`src/rtl/alu_seq.sv`:
```
// Multi-cycle WIDTH-bit ALU: single-cycle ops complete with latency 1; MUL (shift-add)
// and SHLN/SHRN (one bit per cycle) iterate in EXEC. Result, high word and flags are registered.
module alu_seq #(
    parameter int WIDTH = 8,
    parameter int SHW   = $clog2(WIDTH)
) (
    input  logic             clk,
    input  logic             rst,
    input  logic             in_valid,
    output logic             in_ready,
    input  logic [4:0]       op,
    input  logic [WIDTH-1:0] a,
    input  logic [WIDTH-1:0] b,
    input  logic             carry_in,
    output logic             out_valid,
    output logic [WIDTH-1:0] result,
    output logic [WIDTH-1:0] result_hi,
    output logic             wb_en,
    output logic [3:0]       flags
);
    localparam int MSB = WIDTH - 1;

    localparam logic [4:0] OP_ADD  = 5'd0;
    localparam logic [4:0] OP_SUB  = 5'd1;
    localparam logic [4:0] OP_CMP  = 5'd2;
    localparam logic [4:0] OP_ADC  = 5'd3;
    localparam logic [4:0] OP_SBC  = 5'd4;
    localparam logic [4:0] OP_AND  = 5'd5;
    localparam logic [4:0] OP_OR   = 5'd6;
    localparam logic [4:0] OP_XOR  = 5'd7;
    localparam logic [4:0] OP_MOV  = 5'd8;
    localparam logic [4:0] OP_NEG  = 5'd9;
    localparam logic [4:0] OP_COM  = 5'd10;
    localparam logic [4:0] OP_LSL  = 5'd11;
    localparam logic [4:0] OP_LSR  = 5'd12;
    localparam logic [4:0] OP_ROL  = 5'd13;
    localparam logic [4:0] OP_ROR  = 5'd14;
    localparam logic [4:0] OP_RLC  = 5'd15;
    localparam logic [4:0] OP_RRC  = 5'd16;
    localparam logic [4:0] OP_INC  = 5'd17;
    localparam logic [4:0] OP_DEC  = 5'd18;
    localparam logic [4:0] OP_MUL  = 5'd19;
    localparam logic [4:0] OP_SHLN = 5'd20;
    localparam logic [4:0] OP_SHRN = 5'd21;

    typedef enum logic {IDLE, EXEC} state_t;

    state_t           state_q, state_d;
    logic [WIDTH-1:0] result_q, result_d;
    logic [WIDTH-1:0] hi_q, hi_d;
    logic [3:0]       flags_q, flags_d;
    logic             wb_en_q, wb_en_d;
    logic             out_valid_q, out_valid_d;
    logic [WIDTH-1:0] acc_q, acc_d;
    logic [WIDTH-1:0] lo_q, lo_d;
    logic [WIDTH-1:0] mcand_q, mcand_d;
    logic [SHW-1:0]   cnt_q, cnt_d;
    logic [4:0]       mop_q, mop_d;

    // Single-cycle datapath: shared adder and subtractor at WIDTH+1 bits
    logic [WIDTH-1:0] add_y, sub_x, sub_y, sc_res;
    logic [WIDTH:0]   sum, dif;
    logic             add_ci, sub_bi, sc_c, sc_v, sc_wb, sc_sh;
    logic [3:0]       sc_flags;

    assign add_y  = (op == OP_INC) ? WIDTH'(1) : b;
    assign add_ci = (op == OP_ADC) & carry_in;
    assign sub_x  = (op == OP_NEG) ? '0 : a;
    assign sub_y  = (op == OP_DEC) ? WIDTH'(1) : ((op == OP_NEG) ? a : b);
    assign sub_bi = (op == OP_SBC) & carry_in;
    assign sum    = {1'b0, a} + {1'b0, add_y} + (WIDTH+1)'(add_ci);
    assign dif    = {1'b0, sub_x} - {1'b0, sub_y} - (WIDTH+1)'(sub_bi);

    always_comb begin
        sc_res = '0;
        sc_c   = flags_q[3];
        sc_v   = 1'b0;
        sc_wb  = 1'b1;
        sc_sh  = 1'b0;
        case (op)
            OP_ADD, OP_ADC, OP_INC: begin
                sc_res = sum[MSB:0];
                sc_c   = sum[WIDTH];
                sc_v   = (a[MSB] == add_y[MSB]) && (sum[MSB] != a[MSB]);
            end
            OP_SUB, OP_CMP, OP_SBC, OP_DEC, OP_NEG: begin
                sc_res = dif[MSB:0];
                sc_c   = dif[WIDTH];
                sc_v   = (sub_x[MSB] != sub_y[MSB]) && (dif[MSB] != sub_x[MSB]);
                sc_wb  = (op != OP_CMP);
            end
            OP_AND: sc_res = a & b;
            OP_OR:  sc_res = a | b;
            OP_XOR: sc_res = a ^ b;
            OP_MOV: sc_res = b;
            OP_COM: sc_res = ~a;
            OP_LSL: begin sc_res = {a[MSB-1:0], 1'b0};     sc_c = a[MSB]; sc_sh = 1'b1; end
            OP_LSR: begin sc_res = {1'b0, a[MSB:1]};       sc_c = a[0];   sc_sh = 1'b1; end
            OP_ROL: begin sc_res = {a[MSB-1:0], a[MSB]};   sc_c = a[MSB]; sc_sh = 1'b1; end
            OP_ROR: begin sc_res = {a[0], a[MSB:1]};       sc_c = a[0];   sc_sh = 1'b1; end
            OP_RLC: begin sc_res = {a[MSB-1:0], carry_in}; sc_c = a[MSB]; sc_sh = 1'b1; end
            OP_RRC: begin sc_res = {carry_in, a[MSB:1]};   sc_c = a[0];   sc_sh = 1'b1; end
            default: sc_wb = 1'b0;
        endcase
        if (sc_sh) sc_v = a[MSB] ^ sc_res[MSB];
        sc_flags = sc_wb || (op == OP_CMP) ? {sc_c, sc_v, ~|sc_res, sc_res[MSB]} : flags_q;
    end

    // Iteration step: {acc, lo} shifts right one bit per cycle with the conditional add folded in
    logic [WIDTH:0]   mul_sum;
    logic [WIDTH-1:0] mul_acc_n, mul_lo_n, sh_n;
    logic             sh_c;

    assign mul_sum   = {1'b0, acc_q} + (lo_q[0] ? {1'b0, mcand_q} : '0);
    assign mul_acc_n = mul_sum[WIDTH:1];
    assign mul_lo_n  = {mul_sum[0], lo_q[MSB:1]};
    assign sh_n      = (mop_q == OP_SHLN) ? {lo_q[MSB-1:0], 1'b0} : {1'b0, lo_q[MSB:1]};
    assign sh_c      = (mop_q == OP_SHLN) ? lo_q[MSB] : lo_q[0];

    always_comb begin
        state_d     = state_q;
        result_d    = result_q;
        hi_d        = hi_q;
        flags_d     = flags_q;
        wb_en_d     = wb_en_q;
        out_valid_d = 1'b0;
        acc_d       = acc_q;
        lo_d        = lo_q;
        mcand_d     = mcand_q;
        cnt_d       = cnt_q;
        mop_d       = mop_q;
        case (state_q)
            IDLE: begin
                if (in_valid) begin
                    if (op == OP_MUL) begin
                        state_d = EXEC;
                        acc_d   = '0;
                        lo_d    = b;
                        mcand_d = a;
                        cnt_d   = SHW'(WIDTH - 1);
                        mop_d   = op;
                    end else if ((op == OP_SHLN || op == OP_SHRN) && b[SHW-1:0] != '0) begin
                        state_d = EXEC;
                        lo_d    = a;
                        cnt_d   = b[SHW-1:0] - 1'b1;
                        mop_d   = op;
                    end else if (op == OP_SHLN || op == OP_SHRN) begin
                        result_d    = a;
                        hi_d        = '0;
                        flags_d     = {2'b00, ~|a, a[MSB]};
                        wb_en_d     = 1'b1;
                        out_valid_d = 1'b1;
                    end else begin
                        result_d    = sc_res;
                        hi_d        = '0;
                        flags_d     = sc_flags;
                        wb_en_d     = sc_wb;
                        out_valid_d = 1'b1;
                    end
                end
            end
            EXEC: begin
                cnt_d = cnt_q - 1'b1;
                if (mop_q == OP_MUL) begin
                    acc_d = mul_acc_n;
                    lo_d  = mul_lo_n;
                end else begin
                    lo_d = sh_n;
                end
                if (cnt_q == '0) begin
                    state_d     = IDLE;
                    wb_en_d     = 1'b1;
                    out_valid_d = 1'b1;
                    if (mop_q == OP_MUL) begin
                        result_d = mul_lo_n;
                        hi_d     = mul_acc_n;
                        flags_d  = {|mul_acc_n, 1'b0, ~|{mul_acc_n, mul_lo_n}, mul_acc_n[MSB]};
                    end else begin
                        result_d = sh_n;
                        hi_d     = '0;
                        flags_d  = {sh_c, 1'b0, ~|sh_n, sh_n[MSB]};
                    end
                end
            end
            default: state_d = IDLE;
        endcase
    end

    always_ff @(posedge clk or posedge rst) begin
        if (rst) begin
            state_q     <= IDLE;
            result_q    <= '0;
            hi_q        <= '0;
            flags_q     <= '0;
            wb_en_q     <= 1'b0;
            out_valid_q <= 1'b0;
            acc_q       <= '0;
            lo_q        <= '0;
            mcand_q     <= '0;
            cnt_q       <= '0;
            mop_q       <= '0;
        end else begin
            state_q     <= state_d;
            result_q    <= result_d;
            hi_q        <= hi_d;
            flags_q     <= flags_d;
            wb_en_q     <= wb_en_d;
            out_valid_q <= out_valid_d;
            acc_q       <= acc_d;
            lo_q        <= lo_d;
            mcand_q     <= mcand_d;
            cnt_q       <= cnt_d;
            mop_q       <= mop_d;
        end
    end

    assign in_ready  = (state_q == IDLE);
    assign out_valid = out_valid_q;
    assign result    = result_q;
    assign result_hi = hi_q;
    assign wb_en     = wb_en_q;
    assign flags     = flags_q;

endmodule
```
`config.mk`:
```
export PLATFORM = sky130hd
export DESIGN_NAME = alu_seq
export DESIGN_NICKNAME = d
export VERILOG_FILES = /design/src/rtl/alu_seq.sv
export SDC_FILE = /design/constraint.sdc
export NUM_CORES = 1
export LEC_CHECK = 0
export CAP_MARGIN = 20
export CORE_MARGIN = 2
export CORE_UTILIZATION = 35
export CTS_CLUSTER_SIZE = 12
export DETAILED_ROUTE_END_ITERATION = 10
export GPL_ROUTABILITY_DRIVEN = 0
export HOLD_SLACK_MARGIN = 0.05
export PLACE_DENSITY_LB_ADDON = 0.05
export SLEW_MARGIN = 20
export SYNTH_ARGS = -nofsm -noshare
export SYNTH_HDL_FRONTEND = slang
export SYNTH_SLANG_ARGS = --single-unit
```
`constraint.sdc`:
```
create_clock -name clk -period 2.9 [get_ports clk]
set_input_delay 0.58 -clock clk [delete_from_list [all_inputs] [get_ports clk]]
set_output_delay 0.58 -clock clk [all_outputs]
set_load 0.02 [all_outputs]
```
# [After elaboration in Yosys (flattened, before gate mapping)]
# Index checks and enable logic that the tools add are counted.
[word_totals] output_inout_bits=23 inputBits=25 reg_bits=55
[op_classes] bitwise=8 muxes=64 addsub=7 n_eq_ne=37 reduce_logical=31
[ops] cell="2-to-1 mux 8 bit" n=23
[ops] cell="one-hot mux 8 bit (13 select lines)" n=1
[ops] cell="one-hot mux 8 bit (2 select lines)" n=4
[ops] cell="== test 5 x 4 -> 1 bit, second input constant" n=8
[ops] cell="== test 5 bit, second input constant" n=8
[ops] cell="OR reduction 8 bit" n=4
[ops] cell="2-to-1 mux 4 bit" n=7
[ops] cell="== test 5 x 3 -> 1 bit, second input constant" n=4
[ops] cell="adder 8 x 8 -> 9 bit" n=2
[ops] cell="2-to-1 mux 1 bit" n=16
[ops] cell="OR reduction 16 bit" n=1
[ops] cell="OR reduction 14 bit" n=1
[ops] cell="== test 5 x 2 -> 1 bit, second input constant" n=2
[ops] cell="2-to-1 mux 5 bit" n=2
[ops] cell="one-hot mux 1 bit (2 select lines)" n=5
[ops] cell="adder 9 x 1 -> 9 bit" n=1
[ops] cell="2-to-1 mux 3 bit" n=3
[ops] cell="AND reduction 3 bit" n=3
[ops] cell="OR reduction 3 bit" n=3
[ops] cell="subtractor 8 x 8 -> 9 bit" n=1
[ops] cell="subtractor 9 x 1 -> 9 bit" n=1
[ops] cell="bitwise AND 8 bit" n=1
[ops] cell="inverter 8 bit" n=1
[ops] cell="OR 8 bit" n=1
[ops] cell="29 further kinds" n=44

# [Logic depth before layout (Yosys ltp)]
# Gate-level depths: netlist of run 1.
[logic_depth] depth_word=15 depth_mapped=18 ltp_nobuf=15

# [Least setup slack after synthesis of run 1]
# OpenSTA, ideal clock, no wires.
[synth_timing] path_kind="input port to flip-flop" start="input op[0]" end="register flags_q[1], in the netlist flags[1]" path_slack_ns=-1.222 setup_time_ns=0.080 t_arrival_ns=4.042 n_path_buf=2 path_stages=15 path_cell_list="buf_4 > buf_4 > nor4b_1 > nand3b_1 > fa_1 > inv_1 > fa_1 > nand2b_1 > a2111oi_0 > nor3_1 > xor2_1 > a221oi_1 > nand2_1 > o31a_1 > nor3_2"
[synth_between] elab_chain_len=14
[synth_lines] item="start, declared" line_no="11" rtl="input logic [4:0] op,"
[synth_lines] item="== test 5 x 4 -> 1 bit" line_no="68, 69, 80"
[synth_lines] item="2-to-1 mux 8 bit (2 in a row)" line_no="69" rtl="assign sub_y = (op == OP_DEC) ? WIDTH'(1) : ((op == OP_NEG) ? a : b);"
[synth_lines] item="subtractor 8 x 8 -> 9 bit" line_no="72" rtl="assign dif = {1'b0, sub_x} - {1'b0, sub_y} - (WIDTH+1)'(sub_bi);"
[synth_lines] item="subtractor 9 x 1 -> 9 bit" line_no="72"
[synth_lines] item="one-hot mux 8 bit (13 select lines)" line_no="80" rtl="case (op)"
[synth_lines] item="OR reduction 8 bit" line_no="106" rtl="sc_flags = sc_wb || (op == OP_CMP) ? {sc_c, sc_v, ~|sc_res, sc_res[MSB]} : flags_q;"
[synth_lines] item="zero test 1 bit" line_no="106"
[synth_lines] item="2-to-1 mux 4 bit" line_no="106"
[synth_lines] item="2-to-1 mux 4 bit" line_no="147" rtl="end else if (op == OP_SHLN || op == OP_SHRN) begin"
[synth_lines] item="2-to-1 mux 4 bit" line_no="142" rtl="end else if ((op == OP_SHLN || op == OP_SHRN) && b[SHW-1:0] != '0) begin"
[synth_lines] item="2-to-1 mux 4 bit" line_no="135" rtl="if (op == OP_MUL) begin"
[synth_lines] item="2-to-1 mux 4 bit" line_no="134" rtl="if (in_valid) begin"
[synth_lines] item="one-hot mux 4 bit (2 select lines)" line_no="132" rtl="case (state_q)"
[synth_lines] item="end signal, assigned" line_no="206" rtl="flags_q <= flags_d;"
[synth_lines] item="end, declared" line_no="51" rtl="logic [3:0] flags_q, flags_d;"
# Parallel ways exist; a longest one is shown, timed or not. The select of a mux whose other input is x is not followed.
# A chain may end at the register's enable or synchronous reset.

# [Final worst setup path of run 1]
[layout_timing] start="input op[1]" end="register flags_q[1], in the netlist flags[1]"
# Same word-level chain as after synthesis.

==> run metrics, run 1 <==
total design power=0.00440 W; number of nets at the end of the flow=911; number of nets with antenna violations after detailed routing=0; data required time of the critical path=3.13 ns; Sink Count=55; cell at the root of the clock tree=sky130_fd_sc_hd__clkbuf_16; worst min-delay path startpoint=mop_q[4]; headroom to the max-slew limit=0.634; Worst Slack Setup Final=-0.596 ns; cell type with the largest total area after synthesis=sky130_fd_sc_hd__dfrtp_1; sequential area share after synthesis=0.267; actual transition at the worst max-transition pin=0.545 ns; violated checks=negative setup slack; share of cells above drive strength 1=0.339; number of enable-type register cells in the synthesized netlist=0; final setup violation count=10; result of the run=finished, violations left; worst setup path class=in -> reg; via/cell ratio=5.29; area inside the core boundary=14500 µm²; starting density of the core=0.356; number of synthesized register bits=55; synthesis-to-finish area growth=50.0%; # fillers=1365; CTS tree=done; fraction of synthesis flops using an asynchronous set or reset pin=1.00; insertion delay to the later sink of the worst-skew pair=0.30 ns; cell count after synthesis=627; Unique masters post-synth=79; Clock H-tree levels=2; leak pwr=3.65 nW; largest buffer count on any clock path=2; max-slew violation count=0; vertical die dimension=125 µm; Fin. Hold Viols=0; number of ports placed on the die boundary=48; data arrival time of the critical path=3.72 ns; sum of overflow across all layers after global routing=0; worst hold path stage count=1; overall routed net length=17600 µm; Yosys warning total=0; DRC marker count from the first detailed-route iteration=291; Critical R2R Launch=lo_q[0]; largest cells by area after synthesis=sky130_fd_sc_hd__dfrtp_1, sky130_fd_sc_hd__ha_1, sky130_fd_sc_hd__nand2_1; detailed-route DRC error count=0; wire length of the first global-routing pass=28800 µm; sort of element at the end of the critical path=flop; most used standard cells in the synthesized netlist=sky130_fd_sc_hd__nand2_1, sky130_fd_sc_hd__dfrtp_1, sky130_fd_sc_hd__nor2_1; vias in the first global route=5473; Reg clk slew, reported paths=0.08 ns; quantity of I/O buffers inserted on ports=47; floorplan die width=125 µm; FF-to-FF path depth=12; max cap viols=0; number of vias after detailed routing=5386; Top FF cell, synth=sky130_fd_sc_hd__dfrtp_1; fraction of synthesized cell area taken by the top area cell type=0.267; reg2reg end=flags[1]; maximum number of pins on one net before global-route repair=26; largest fanout on the critical path=7; internal reg-to-reg setup slack=-0.14 ns; WHS=0.466 ns; full die area=15700 µm²; cell with the most instances after synthesis=sky130_fd_sc_hd__nand2_1; count of hold buffers inserted by post-cts repair=0; setup repair after global routing missed its margin=true; GRT Total Usage=0.226; Avg Synthesized Cell Area=8.22 µm²; pwr/cell area=568 nW/µm²; antenna violations before repair=0; dpl ws=-1.36 ns; Max Clock Freq=286 MHz; number of antenna cells inserted=0; startpoint types=input pin; HPWL after DPL=14300 µm; kind of path behind the tightest hold check=reg -> reg; end point of the worst hold path=mop_q[4]; cts bufs inserted=5; worst vdd ir=0.253 mV; Netlist Area Pre-Place=5160 µm²; count of TritonRoute iterations in the first routing pass=6; routed wirelength normalized by instance count=17.3 µm; crit path time final=3.50 ns; final worst clock skew=0.0116 ns; Mapped Nets=704; FP Rows=44; ratio of final minimum period to clock period=1.21
[logic make-up (layout without fill, tap and decap cells)]
logic type | Yosys count | after routing | share of synthesized area
AO/OA/AOI/OAI | 169 | 169 | 0.221
XOR/XNOR | 20 | 20 | 0.0340
adder cells (fa/ha/maj) | 52 | 52 | 0.133
buffers and inverters | 68 | 276 | 0.0568
flip-flops | 55 | 55 | 0.267
multiplexers | 22 | 22 | 0.0456
AND/OR/NAND/NOR | 241 | 241 | 0.242
[layer usage]
metal / vias up / routed length (µm) / track usage
met4: 0 / 257 / 0.0582
met2: 104 / 9060 / 0.410
met1: 2599 / 7940 / 0.293
met5: - / 0 / 0
li1: 2669 / - / -
met3: 14 / 376 / 0.0133
[power breakdown]
part | total, W | internal, W | switching (W)
logic | 0.00247 | 0.00120 | 0.00127
clock network | 0.000696 | 0.000412 | 0.000284
registers | 0.00123 | 0.00103 | 0.000193
total | 0.00440 | 0.00265 | 0.00175
[area by class of cell]
class / instances / area (µm²) / share of cell area
Tap cell: 184 / 230 / 0.0298
Multi-Input combinational cell: 504 / 3910 / 0.505
Sequential cell: 55 / 1380 / 0.178
Clock inverter: 3 / 47.5 / 0.00615
Inverter: 38 / 143 / 0.0184
Timing Repair Buffer: 230 / 1900 / 0.246
Clock buffer: 5 / 125 / 0.0162
[state kept, by name (all words and copies together) (netlist names), 3 cells and up]
name / flops
acc_q: 8
cnt_q: 3
flags: 4
result_hi: 8
result: 8
mop_q: 5
lo_q: 8
mcand_q: 8
[what timing repair did]
action                                  in CTS  in global routing
resized for setup                           70                 19
setup buffers                               20                  7
endpoints found under the setup margin      12                 11
pin swaps                                   33                 30
gates cloned                                 0                  0
[worst max-delay path, cell delays in order]
cell and delay (ns):
sky130_fd_sc_hd__buf_6 0.09, sky130_fd_sc_hd__nand2b_4 0.13, sky130_fd_sc_hd__or3_4 0.40, sky130_fd_sc_hd__buf_12 0.15, sky130_fd_sc_hd__nand2_4 0.06, sky130_fd_sc_hd__fa_2 0.19, sky130_fd_sc_hd__inv_2 0.04, sky130_fd_sc_hd__buf_4 0.12
sky130_fd_sc_hd__fa_2 0.35, sky130_fd_sc_hd__nand2b_4 0.17, sky130_fd_sc_hd__a2111oi_4 0.31, sky130_fd_sc_hd__nor3_2 0.10, sky130_fd_sc_hd__xor2_1 0.16, sky130_fd_sc_hd__a221oi_2 0.38, sky130_fd_sc_hd__nand2_1 0.09, sky130_fd_sc_hd__o31a_1 0.27
sky130_fd_sc_hd__nor3_2 0.11
[layout by cell type (no fill, tap or decap), drive strengths merged, types with 6 or more instances in the layout]
cell type      instances
buf                  188
nand2                 75
dfrtp                 55
nor2                  51
a21oi                 48
ha                    47
clkdlybuf4s50         40
inv                   37
o21ai                 35
nor3                  23
nand2b                13
a21o                  12
mux2                  12
and2                  12
nand3                 11
xor2                  11
mux2i                 10
xnor2                  9
a211oi                 9
a22o                   8
nor2b                  8
a31oi                  7
nand3b                 7
or3                    7
and3                   7
a2bb2oi                6
[stage by stage]
step | area (µm²) | instances | TNS (ns) | utilization
2_1_floorplan | 5310 | 627 | -5.04 | -
3_3_place_gp | 7080 | 989 | -12.55 | 0.489
3_5_place_dp | 7080 | 989 | -13.19 | 0.489
4_1_cts | 7610 | 1015 | -3.91 | 0.525
5_1_grt | 7740 | 1019 | -5.69 | 0.534
6_report | 7740 | 1019 | -4.14 | 0.534
[how the worst max path moves through the flow]
stage / from / to / slack [ns] / cells after the start
detailed placement: op[1] / flags[1] / -1.36 / 14
finish: op[1] / flags[1] / -0.60 / 17
global route: op[1] / flags[1] / -0.73 / 17
CTS: op[4] / flags[1] / -0.63 / 15
floorplan: op[2] / flags[1] / -0.69 / 18
global placement: op[1] / flags[1] / -1.23 / 14
(Power assumes the default switching activity.)
==> inputs of run 2 (changes only) <==
clock period = 4.45 ns   (was 2.9 ns; I/O delays follow)
==> run metrics, run 2 (synthesis gave the netlist of run 1 again) <==
overall routed net length=16600 µm (-5.7%); area inside the core boundary=14500 µm² (unchanged); Reg clk slew, reported paths=0.07 ns (about the same); number of nets with antenna violations after detailed routing=0 (unchanged); dpl ws=-0.443 ns (+0.914 ns); largest buffer count on any clock path=2 (unchanged); setup repair after global routing missed its margin=false; data required time of the critical path=4.67 ns (+1.54 ns); register area=1380 µm² (unchanged); max cap viols=0 (unchanged); number of ports placed on the die boundary=48 (unchanged); routed wirelength normalized by instance count=18.3 µm (+5.9%); detailed-route DRC error count=0 (unchanged); Fin. Hold Viols=0 (unchanged); final worst clock skew=0.00636 ns (-0.00519 ns); DRC marker count from the first detailed-route iteration=365 (+25%); Largest stage delay, worst path=0.54 ns (+0.14 ns); count of hold buffers inserted by post-cts repair=0 (unchanged); wire length of the first global-routing pass=27600 µm (-4.4%); count of TritonRoute iterations in the first routing pass=7 (+1); startpoint types=input pin; insertion delay to the later sink of the worst-skew pair=0.29 ns (about the same); commonest cells after routing, fill and taps aside=sky130_fd_sc_hd__nand2_1, sky130_fd_sc_hd__buf_4, sky130_fd_sc_hd__dfrtp_1; floorplan die width=125 µm (unchanged); worst-path cell chain=clkdlybuf4s50_1 > nand2b_1 > buf_4 > or4_1 > fa_2 > fa_2 > nor2b_2 > o31ai_1 > a21oi_1 > xor2_1 > a221oi_2 > buf_4 > nand2_1 > o31a_1 > nor3_2; headroom to the max-slew limit=0.343 (-0.290); sum of overflow across all layers after global routing=0 (unchanged); max-slew violation count=0 (unchanged); Critical R2R Launch=lo_q[0]; metal3 WL=527 µm (+40%); GRT Total Usage=0.216 (-0.00992); result of the run=finished clean; Met2 Routed Length=7950 µm (-12%); uppermost layer routed=met4; final setup violation count=0 (-10); FP Rows=44 (unchanged); standard cell with the maximum stage delay on the critical path=sky130_fd_sc_hd__clkdlybuf4s50_1; number of antenna cells inserted=0 (unchanged); HPWL after DPL=13100 µm (-8.5%); worst hold path stage count=2 (+1); number of vias after detailed routing=5029 (-6.6%); Worst Slack Setup Final=0.155 ns (+0.751 ns); vertical die dimension=125 µm (unchanged); maximum number of pins on one net before global-route repair=32 (+23%); CTS tree=done; data arrival time of the critical path=4.52 ns (+0.80 ns); share of cells above drive strength 1=0.189 (-0.149); vias in the first global route=5044 (-7.8%); via/cell ratio=5.54 (+4.9%); kind of path behind the tightest hold check=reg -> reg; cts bufs inserted=5 (unchanged); synthesis-to-finish area growth=28.0%; number of nets at the end of the flow=799 (-12%); sort of element at the end of the critical path=flop; pwr/cell area=386 nW/µm² (-32%); internal reg-to-reg setup slack=0.87 ns (+1.01 ns); full die area=15700 µm² (unchanged); crit path time final=4.30 ns; worst min-delay path startpoint=result_hi[0]; # fillers=1456 (+6.7%); Sink Count=55 (unchanged); worst setup path class=in -> reg; post-route met1 wirelength=7850 µm (-1.2%); Clock H-tree levels=2 (unchanged); quantity of I/O buffers inserted on ports=47 (unchanged); worst vdd ir=0.169 mV (-33%); Max Clock Freq=233 MHz; reg2reg end=flags[3]; end point of the worst hold path=result_hi[0]; cell at the root of the clock tree=sky130_fd_sc_hd__clkbuf_16; setup TNS=0 ns (+4.14 ns); antenna violations before repair=0 (unchanged); largest fanout on the critical path=8 (+1); ratio of final minimum period to clock period=0.965; actual transition at the worst max-transition pin=0.985 ns (+0.440 ns); most common library cell in the layout ignoring fill and taps=sky130_fd_sc_hd__nand2_1; leak pwr=3.04 nW (-17%); multi-input combinational cell area=3690 µm² (-5.7%); FF-to-FF path depth=11 (-1); starting density of the core=0.356 (unchanged)
## run 2: cell types whose count changed in the layout (fill, tap and decap cells not counted), moves of 4 or more
| cell | previous run | this run |
|---|---|---|
| sky130_fd_sc_hd__o21ai_0 | 28 | 33 |
| sky130_fd_sc_hd__a211oi_1 | 4 | 9 |
| sky130_fd_sc_hd__buf_4 | 169 | 69 |
| sky130_fd_sc_hd__dlymetal6s2s_1 | 0 | 4 |
| sky130_fd_sc_hd__o21ai_1 | 5 | 1 |
| sky130_fd_sc_hd__ha_1 | 41 | 45 |
| sky130_fd_sc_hd__buf_6 | 13 | 2 |
| sky130_fd_sc_hd__a21oi_1 | 41 | 45 |
| sky130_fd_sc_hd__a21oi_2 | 6 | 2 |
## run 2: timing repair
action / in CTS / in global routing
buffers inserted: 0 / 4
gates resized for setup: 6 / 36
pin swaps: 0 / 18
endpoints found under the setup margin: 4 / 8
## run 2: cell type report
type | count | area share
Sequential cell | 55 | 0.209
Tap cell | 184 | 0.0349
Timing Repair Buffer | 118 | 0.155
Multi-Input combinational cell | 504 | 0.559
Clock inverter | 2 | 0.00190
Clock buffer | 6 | 0.0195
Inverter | 38 | 0.0216
## run 2: metal layers
metal	global-route usage	up-vias
met5	0	-
met4	0.0516	0
met3	0.0150	25
met2	0.367	145
met1	0.301	2414
li1	-	2445
## run 2: report_power, final
part / total, W / switching [W] / internal, W
clock: 0.000390 / 0.000181 / 0.000208
combinational: 0.00132 / 0.000706 / 0.000610
sequential: 0.000844 / 0.000172 / 0.000672
total: 0.00255 / 0.00106 / 0.00149
## run 2: worst max-delay path: cells and delay by family
| family | cells | cell delay [ns] |
|---|---|---|
| buffers and inverters | 3 | 0.88 |
| AND/OR/NAND/NOR | 5 | 0.95 |
| XOR/XNOR | 1 | 0.12 |
| AO/OA/AOI/OAI | 4 | 0.91 |
| adder cells (fa/ha/maj) | 2 | 0.77 |
## run 2: how the worst max path moves through the flow
| stage | cells past startpoint | from | to |
|---|---|---|---|
| 3_3_place_gp | 16 | op[2] | flags[1] |
| 5_1_grt | 19 | op[1] | flags[1] |
| 3_5_place_dp | 16 | op[2] | flags[1] |
| 2_1_floorplan | 15 | op[0] | flags[1] |
| 4_1_cts | 19 | op[4] | flags[2] |
| 6_report | 15 | op[1] | flags[1] |
## run 2: stage by stage
| step | std cells | util | total power [W] | instance area (µm²) | hold slack [ns] |
|---|---|---|---|---|---|
| 3_5_place_dp | 895 | 0.429 | 0.00212 | 6220 | 0.462 |
| 6_report | 907 | 0.456 | 0.00255 | 6600 | 0.472 |
| 2_1_floorplan | 627 | - | 0.00162 | 5160 | 0.436 |
| 3_3_place_gp | 895 | 0.429 | 0.00209 | 6220 | 0.452 |
| 4_1_cts | 903 | 0.441 | 0.00252 | 6380 | 0.479 |
| 5_1_grt | 907 | 0.456 | 0.00276 | 6600 | 0.501 |
